`config.mk`:
```
export PLATFORM = sky130hd
export DESIGN_NAME = arcade_input_cond
export DESIGN_NICKNAME = d
export VERILOG_FILES = /design/src/rtl/arcade_input_cond.sv
export SDC_FILE = /design/constraint.sdc
export NUM_CORES = 1
export LEC_CHECK = 0
export ABC_AREA = 1
export CAP_MARGIN = 20
export CELL_PAD_IN_SITES_DETAIL_PLACEMENT = 0
export CELL_PAD_IN_SITES_GLOBAL_PLACEMENT = 1
export CORE_MARGIN = 3
export CORE_UTILIZATION = 45
export DETAILED_ROUTE_END_ITERATION = 6
export GPL_ROUTABILITY_DRIVEN = 1
export PLACE_DENSITY_LB_ADDON = 0.1
export SETUP_SLACK_MARGIN = 0.2
export SYNTH_ARGS = -nofsm -noshare
export SYNTH_HDL_FRONTEND = slang
export SYNTH_SLANG_ARGS = --single-unit
```
`constraint.sdc`:
```
create_clock -name clk_48M -period 2.39 [get_ports clk_48M]
set_clock_uncertainty 0.05 [all_clocks]
set_input_delay 0.478 -clock clk_48M [delete_from_list [all_inputs] [get_ports clk_48M]]
set_output_delay 0.478 -clock clk_48M [all_outputs]
set_load 0.03 [all_outputs]
```
`src/rtl/arcade_input_cond.sv`:
```
// Conditions raw AX309 switches/keys into Dig Dug INP0/INP1: sync, debounce, coin shaping, reset-key hold.
// Build option: define AUTOFIRE_EN to make the pump bits auto-repeat while fire is held.
module arcade_input_cond #(
    parameter int unsigned TICK_DIV      = 49152,
    parameter int unsigned DEBOUNCE_MS   = 8,
    parameter int unsigned COIN_MS       = 100,
    parameter int unsigned RESET_HOLD_MS = 2000,
    parameter int unsigned AUTOFIRE_MS   = 60
) (
    input  logic       clk_48M,
    input  logic       nRESET,
    input  logic [4:0] sw_n,
    input  logic [3:0] key_n,
    output logic [7:0] inp0,
    output logic [7:0] inp1,
    output logic       reset_key
);

    localparam int unsigned N_IN   = 9;
    localparam int unsigned TICK_W = $clog2(TICK_DIV + 1);
    localparam int unsigned DB_W   = $clog2(DEBOUNCE_MS + 1);
    localparam int unsigned COIN_W = $clog2(COIN_MS + 1);
    localparam int unsigned HOLD_W = $clog2(RESET_HOLD_MS + 1);

    // Bit positions inside the combined {key_n, sw_n} input vector
    localparam int unsigned I_FIRE   = 0;
    localparam int unsigned I_COIN1  = 5;
    localparam int unsigned I_START1 = 6;
    localparam int unsigned I_START2 = 7;
    localparam int unsigned I_COIN2  = 8;

    localparam logic [TICK_W-1:0] TICK_LAST = TICK_W'(TICK_DIV - 1);
    localparam logic [DB_W-1:0]   DB_LAST   = DB_W'(DEBOUNCE_MS - 1);
    localparam logic [COIN_W-1:0] COIN_LOAD = COIN_W'(COIN_MS);
    localparam logic [HOLD_W-1:0] HOLD_MAX  = HOLD_W'(RESET_HOLD_MS);

    typedef enum logic [1:0] {
        IDLE     = 2'd0,
        PULSE    = 2'd1,
        WAIT_REL = 2'd2
    } coin_state_e;

    logic [TICK_W-1:0] tick_cnt;
    logic              tick_c;

    logic [N_IN-1:0]   raw;
    logic [N_IN-1:0]   sync1;
    logic [N_IN-1:0]   sync2;
    logic [N_IN-1:0]   deb;
    logic [DB_W-1:0]   db_cnt [N_IN];

    coin_state_e       coin_state      [2];
    coin_state_e       coin_state_next [2];
    logic [COIN_W-1:0] coin_cnt        [2];
    logic [COIN_W-1:0] coin_cnt_next   [2];
    logic [1:0]        coin_deb;
    logic [1:0]        coin_out_c;

    logic [HOLD_W-1:0] hold_cnt;
    logic [HOLD_W-1:0] hold_next_c;
    logic              reset_key_next_c;

    logic              pump_c;

    assign raw = {key_n, sw_n};

    // Free-running debounce tick prescaler
    assign tick_c = (tick_cnt == TICK_LAST);

    always_ff @(posedge clk_48M) begin
        if (!nRESET) begin
            tick_cnt <= '0;
        end else if (tick_c) begin
            tick_cnt <= '0;
        end else begin
            tick_cnt <= tick_cnt + 1'b1;
        end
    end

    // Two-stage synchroniser and per-input debouncer; a level must survive DEBOUNCE_MS ticks
    always_ff @(posedge clk_48M) begin
        if (!nRESET) begin
            sync1 <= '1;
            sync2 <= '1;
            deb   <= '1;
            for (int i = 0; i < N_IN; i++) begin
                db_cnt[i] <= '0;
            end
        end else begin
            sync1 <= raw;
            sync2 <= sync1;
            for (int i = 0; i < N_IN; i++) begin
                if (sync2[i] == deb[i]) begin
                    db_cnt[i] <= '0;
                end else if (tick_c) begin
                    if (db_cnt[i] == DB_LAST) begin
                        deb[i]    <= sync2[i];
                        db_cnt[i] <= '0;
                    end else begin
                        db_cnt[i] <= db_cnt[i] + 1'b1;
                    end
                end
            end
        end
    end

    assign coin_deb = {deb[I_COIN2], deb[I_COIN1]};

    // Coin shaper state registers
    always_ff @(posedge clk_48M) begin
        if (!nRESET) begin
            for (int c = 0; c < 2; c++) begin
                coin_state[c] <= IDLE;
                coin_cnt[c]   <= '0;
            end
        end else begin
            for (int c = 0; c < 2; c++) begin
                coin_state[c] <= coin_state_next[c];
                coin_cnt[c]   <= coin_cnt_next[c];
            end
        end
    end

    // IDLE is only ever entered with the key released, so a low level there is a fresh press
    always_comb begin
        for (int c = 0; c < 2; c++) begin
            coin_state_next[c] = coin_state[c];
            coin_cnt_next[c]   = coin_cnt[c];
            coin_out_c[c]      = 1'b1;
            case (coin_state[c])
                IDLE: begin
                    if (!coin_deb[c]) begin
                        coin_state_next[c] = PULSE;
                        coin_cnt_next[c]   = COIN_LOAD;
                        coin_out_c[c]      = 1'b0;
                    end
                end
                PULSE: begin
                    coin_out_c[c] = 1'b0;
                    if (coin_cnt[c] == '0) begin
                        coin_state_next[c] = WAIT_REL;
                        coin_out_c[c]      = 1'b1;
                    end else if (tick_c) begin
                        coin_cnt_next[c] = coin_cnt[c] - 1'b1;
                    end
                end
                WAIT_REL: begin
                    if (coin_deb[c]) begin
                        coin_state_next[c] = IDLE;
                    end
                end
                default: begin
                    coin_state_next[c] = IDLE;
                end
            endcase
        end
    end

    // Start1+start2 hold timer; saturates, clears as soon as either key is released
    always_comb begin
        hold_next_c = hold_cnt;
        if (deb[I_START1] || deb[I_START2]) begin
            hold_next_c = '0;
        end else if (tick_c && (hold_cnt != HOLD_MAX)) begin
            hold_next_c = hold_cnt + 1'b1;
        end
    end

    assign reset_key_next_c = (hold_next_c == HOLD_MAX);

    always_ff @(posedge clk_48M) begin
        if (!nRESET) begin
            hold_cnt <= '0;
        end else begin
            hold_cnt <= hold_next_c;
        end
    end

`ifdef AUTOFIRE_EN
    localparam int unsigned AF_W = $clog2(AUTOFIRE_MS + 1);
    localparam logic [AF_W-1:0] AF_LAST = AF_W'(AUTOFIRE_MS - 1);

    logic [AF_W-1:0] af_cnt;
    logic            af_phase;

    // Autofire phase: starts low on the press, flips every AUTOFIRE_MS ticks while held
    always_ff @(posedge clk_48M) begin
        if (!nRESET || deb[I_FIRE]) begin
            af_cnt   <= '0;
            af_phase <= 1'b0;
        end else if (tick_c) begin
            if (af_cnt == AF_LAST) begin
                af_cnt   <= '0;
                af_phase <= ~af_phase;
            end else begin
                af_cnt <= af_cnt + 1'b1;
            end
        end
    end

    assign pump_c = deb[I_FIRE] | af_phase;
`else
    logic [31:0] af_unused;

    assign af_unused = 32'(AUTOFIRE_MS);
    assign pump_c    = deb[I_FIRE];
`endif

    // Output words; starts are masked while a reset request is being raised
    always_ff @(posedge clk_48M) begin
        if (!nRESET) begin
            inp0      <= 8'h3F;
            inp1      <= 8'hFF;
            reset_key <= 1'b0;
        end else begin
            inp0      <= {2'b00, coin_out_c[1], coin_out_c[0],
                          deb[I_START2] | reset_key_next_c,
                          deb[I_START1] | reset_key_next_c,
                          pump_c, pump_c};
            inp1      <= {deb[4:1], deb[4:1]};
            reset_key <= reset_key_next_c;
        end
    end

endmodule

```
# --- After elaboration in Yosys (flattened, before gate mapping) ---
# Memory sizes are Yosys's and may differ from the RTL's.
# Cells that the tools add are included.
# W data, S select, Z words.
classes:
  n_reduce_logical: 16
  eq_ne: 25
  add_sub_neg: 13
  muxes: 174
  bitwise: 43
op_table:
  columns: ["cell", "count"]
  rows:
  - ["$mux W1", 123]
  - ["$mux W4", 27]
  - ["$mux W7", 8]
  - ["$add A4 B1 Y4 const B", 9]
  - ["$eq A4 B3 Y1 const B", 9]
  - ["$or A1 B1 Y1", 33]
  - ["$pmux W7 S2", 2]
  - ["$reduce_and A3 Y1", 9]
  - ["$mux W11", 2]
  - ["$add A16 B1 Y16 const B", 1]
  - ["$eq A16 B16 Y1 const B", 1]
  - ["$mux W2", 8]
  - ["$logic_not A7 Y1", 2]
  - ["$sub A7 B1 Y7 const B", 2]
  - ["$pmux W2 S3", 2]
  - ["$add A11 B1 Y11 const B", 1]
  - ["$eq A11 B11 Y1 const B", 1]
  - ["$ne A11 B11 Y1 const B", 1]
  - ["$not A1 Y1", 10]
  - ["$eq A1 B1 Y1", 9]
  - ["$eq A2 B1 Y1 const B", 2]
  - ["$eq A2 B2 Y1 const B", 2]
  - ["$logic_not A2 Y1", 2]
  - ["$pmux W1 S2", 2]
  - ["other kinds (3)", 3]
word_totals:
  ramBits: 54
  reg_bits: 71
  output_inout_bits: 17
  mem_count: 3
  in_bits: 11
  elab_cells: 291
mem_list:
  columns: ["memory", "depth", "width", "read_ports", "rd_clocked_by_memory_dff", "write_ports", "line_no", "source"]
  rows:
  - ["db_cnt", 9, 4, 9, 0, 9, "50", "logic [DB_W-1:0] db_cnt [N_IN];"]
  - ["coin_cnt", 2, 7, 2, 0, 2, "54", "logic [COIN_W-1:0] coin_cnt [2];"]
  - ["coin_state", 2, 2, 2, 0, 2, "52", "coin_state_e coin_state [2];"]

# --- Logic depth before layout (Yosys ltp) ---
# An unclocked memory read counts as a cell.
depth:
  depth_word: 9
  ltp_mapped: 14
  depth_no_buf: 14

# --- Least setup slack after synthesis ---
# Ideal clock, no wire load.
synth_timing:
  kind: "flip-flop to flip-flop"
  from: "register tick_cnt[0]"
  to: "memory db_cnt[7][2] in the netlist's numbering (data pin)"
  path_buffers: 1
  required_time_ns: 2.084
  path_stages_with_launch: 13
  synth_period_minus_slack_ns: 1.852
  arrival_time_ns: 1.546
  setup_ns: 0.256
  slack_ns: 0.538
  path_cell_list: "dfxtp_1 ha_1 nand2_1 nor2_2 nand2_2 nor2_8 buf_4 o21ai_0 nand2_1 nor2_1 o211ai_1 nand2_1 nor2_1"
synth_rtl:
  columns: ["item", "line_no", "source"]
  rows:
  - ["start: declaration", "43", "logic [TICK_W-1:0] tick_cnt;"]
  - ["start signal: assignment", "76", "tick_cnt <= tick_cnt + 1'b1;"]
  - ["end: declaration", "50", null]

==> run_results.csv <==
group,metric,value,unit
min_path,whs_path_depth,1,
yosys,yosysSeqAreaShare,0.489,
worst_setup_path,r2r_slack,0.32,ns
layout,seqCellArea,2720,sq um
clock_tree,cts_tree,"built",
yosys,ys_top_cells_by_area,"dfxtp_1 29%, edfxtp_1 19%, nor2_1 8.4%, nand2_1 8.1%, nand3_1 6.5%",
grt,grt_max_degree,36,
clock_tree,clockBufferDepth,2,
sta,layout_min_cycle_time,2.07,ns
sta,slew_viol_final,0,
die,core_area,11800,sq um
yosys,synth_area,5570,sq um
power_and_ir_drop,irDropWorstVdd,0.000576,V
worst_setup_path,worstSetupPathType,"reg2reg",
worst_setup_path,path_delay_family,"simple AND/OR/NAND/NOR gates",
layout,fin_cells,910,
layout,drive_gt1_frac,0.126,
layout,synthToLayoutAreaGrowth,21.6,%
drt,post_drt_wl_per_cell,12.3,um
worst_setup_path,crit_path_cell_trace,"ha_1 > nand2_1 > nor2_4 > nand2_4 > nor2_8 > buf_6 > o21ai_0 > nand2_1 > nor2_1 > o211ai_1 > nand2_1 > nor2_1",
drt,drt_iter0_markers,174,
yosys,ys_seq_elements,118,
power_and_ir_drop,p_total,4.94,mW
drt,drt.antenna.violating_nets,0,
die,rows,39,
layout,layout_commonest_cell,"nor2_1",
die,initial_utilization,0.473,
die,dieHeight,117,um
clock_tree,clock_sinks,118,
die,num_io_pins,28,
worst_setup_path,setup.worst_path.end_class,"flip-flop",
worst_setup_path,r2r-start,"tick_cnt[0]$_SDFF_PP0_",
worst_setup_path,cp.required,2.50,ns
sta,setup_viol,0,
sta,finalSetupTns,0,ns
drt,drt-pass1-iter-count,4,
layout,nNetsFinal,758,
drt,routed_wl,11200,um
clock_tree,clk_pin_slew,0.05,ns
sta,max_clock_freq,483,MHz
die,dieArea,13700,sq um
worst_setup_path,path_buf_inv,1,
sta,rsz0062_at_grt,"false",
drt,vias_per_cell,4.84,
job,cap_violations,0,
clock_tree,h-tree-depth,4,
layout,n_fill_cell,1065,
drt,vias,4400,
grt,grtUsageTotal,0.171,
min_path,hold_start,"sync1[4]$_SDFF_PN1_",
placement,dp.cells,870,
yosys,yosysTopAreaCellShare,0.295,
grt,grt_pass1_vias,4087,
yosys,synthCells,688,
yosys,yosysTopAreaCell,"dfxtp_1",
clock_tree,numCtsBuffers,17,
clock_tree,clockRootBuffer,"clkbuf_16",
drt,drc,0,
worst_setup_path,worstPathMaxFanout,12,
sta,hold_viol_final,0,
worst_setup_path,timing.critical_path.mode_cell,"nand2_1",
grt,grt_pass1_wl,18300,um
placement,place_hpwl,8070,um
worst_setup_path,cp_slowest_stage_delay,0.32,ns
placement,routabilityCongestion,0.820,
clock_tree,insertion_delay,0.41,ns
layout,n_antenna_cell,0,
min_path,hold_path_class,"reg2reg",
outcome,status,"finished clean",
yosys,ys_types,39,
worst_setup_path,reg2reg_depth,12,
power_and_ir_drop,p_per_area,729,nW/um^2
worst_setup_path,cp-startpoint,"tick_cnt[0]$_SDFF_PP0_",
yosys,syn_avg_cell_area,8.09,sq um
power_and_ir_drop,p_leak,2.86,nW
placement,io_buffers,25,
worst_setup_path,critical_path_depth,12,
worst_setup_path,slowest_stage,"dfxtp_2",
die,die_w,117,um
worst_setup_path,critPathArrivalTime,2.18,ns
worst_setup_path,start_kind,"flip-flop",
grt,grt-ovfl-total,0,
yosys,ys.warnings.count,0,
layout,multi_input_area,2500,sq um
grt,grt_antenna_before_repair,0,
sta,fin_crit_sh,0.866,
layout,final_cell_mix,"121 x nor2_1, 119 x nand2_1, 81 x dfxtp_1",
## Yosys cell counts
cell type,instances
nand4_1,15
o31ai_1,3
xor2_1,19
and3b_1,1
a21oi_1,18
buf_2,4
o21a_1,2
nand2_4,1
o211ai_1,1
nor4_1,1
nor2_2,3
nor2_8,1
a31oi_1,1
a211oi_1,2
o21ai_0,16
xnor2_1,12
dfxtp_1,82
nor3b_1,10
ha_1,14
nand3b_1,1
nor3_1,8
a21oi_2,1
clkinv_1,1
buf_1,2
nor3_2,3
buf_4,9
edfxtp_1,36
clkbuf_1,7
nand2_1,120
conb_1,1
inv_1,73
nand2_2,1
o21ai_2,1
nor2_1,124
buf_6,1
nand3_1,72
o21ai_1,1
nand3_2,1
or2_2,19
## where the power goes
group	leakage (nW)	switching (mW)	total (mW)	internal [mW]
logic	1.48	0.0810	0.138	0.0571
clock network	0.310	0.849	2.66	1.82
registers	1.07	0.0261	2.13	2.11
## what timing repair did
action | 4_1_cts | 5_1_grt
hold buffers | 0 | 0
setup endpoints to repair | 0 | 20
endpoints found under the hold margin | 0 | 0
buffers inserted | 0 | 6
gates resized for setup | 0 | 18
## metrics by stage
stage / area, sq um / hold WS (ns) / util / setup WS [ns]
final: 6770 / 0.360 / 0.575 / 0.320
after floorplan: 5570 / 0.343 / - / 0.538
after detailed placement: 6000 / 0.349 / 0.511 / -0.0102
after CTS: 6630 / 0.361 / 0.564 / 0.224
after global placement: 6000 / 0.345 / 0.511 / 0.0631
after global routing: 6770 / 0.370 / 0.575 / 0.187
## registers in the layout, indices dropped and copies added, names as in the netlist
register	flops
coin_state	4
sync2	9
deb	9
coin_cnt	14
hold_cnt	11
inp0	5
tick_cnt	16
reset_key	1
sync1	9
inp1	4
db_cnt	36
## worst register-to-register path: cells and delay by family (launching register included)
| kind | cells | cell delay, ns |
|---|---|---|
| adders and majority gates | 1 | 0.20 |
| buffers and inverters | 1 | 0.16 |
| and+or+nand+nor | 8 | 0.72 |
| DFF | 1 | 0.32 |
| AOI/OAI and AO/OA | 2 | 0.36 |
## layout make-up
cell class,count,share of cell area
clock buffers,22,0.0701
clock inverters,10,0.0226
inverters,74,0.0411
multi-input cells,475,0.369
flip-flops and latches,118,0.403
well taps,164,0.0303
repair buffers,47,0.0645
## logic make-up (layout without fill, tap and decap cells)
kind of cell | Yosys count | in the layout | synth area share
buffers and inverters | 97 | 153 | 0.0737
adders and majority gates | 14 | 14 | 0.0315
and+or+nand+nor | 381 | 382 | 0.310
DFF | 118 | 118 | 0.489
other | 1 | 2 | 0.000674
AOI/OAI and AO/OA | 46 | 46 | 0.0465
xor gates and xnor gates | 31 | 31 | 0.0488
## layer usage
metal,GRT usage,wire length (um),vias up,share of wire
met1,0.216,5400,2013,0.48
met2,0.273,5220,47,0.47
met5,0,0,-,0
li1,-,-,2323,-
met4,0.0780,215,0,0.019
met3,0.0483,338,17,0.030
## final timing paths
check                                                   to
worst max-delay path            db_cnt[6][3]$_SDFFCE_PN0P_
worst min-delay path                   sync2[4]$_SDFF_PN1_
worst max register to register  db_cnt[6][3]$_SDFFCE_PN0P_
worst min register to register         sync2[4]$_SDFF_PN1_
No activity file was read; power rests on OpenSTA's default activity.
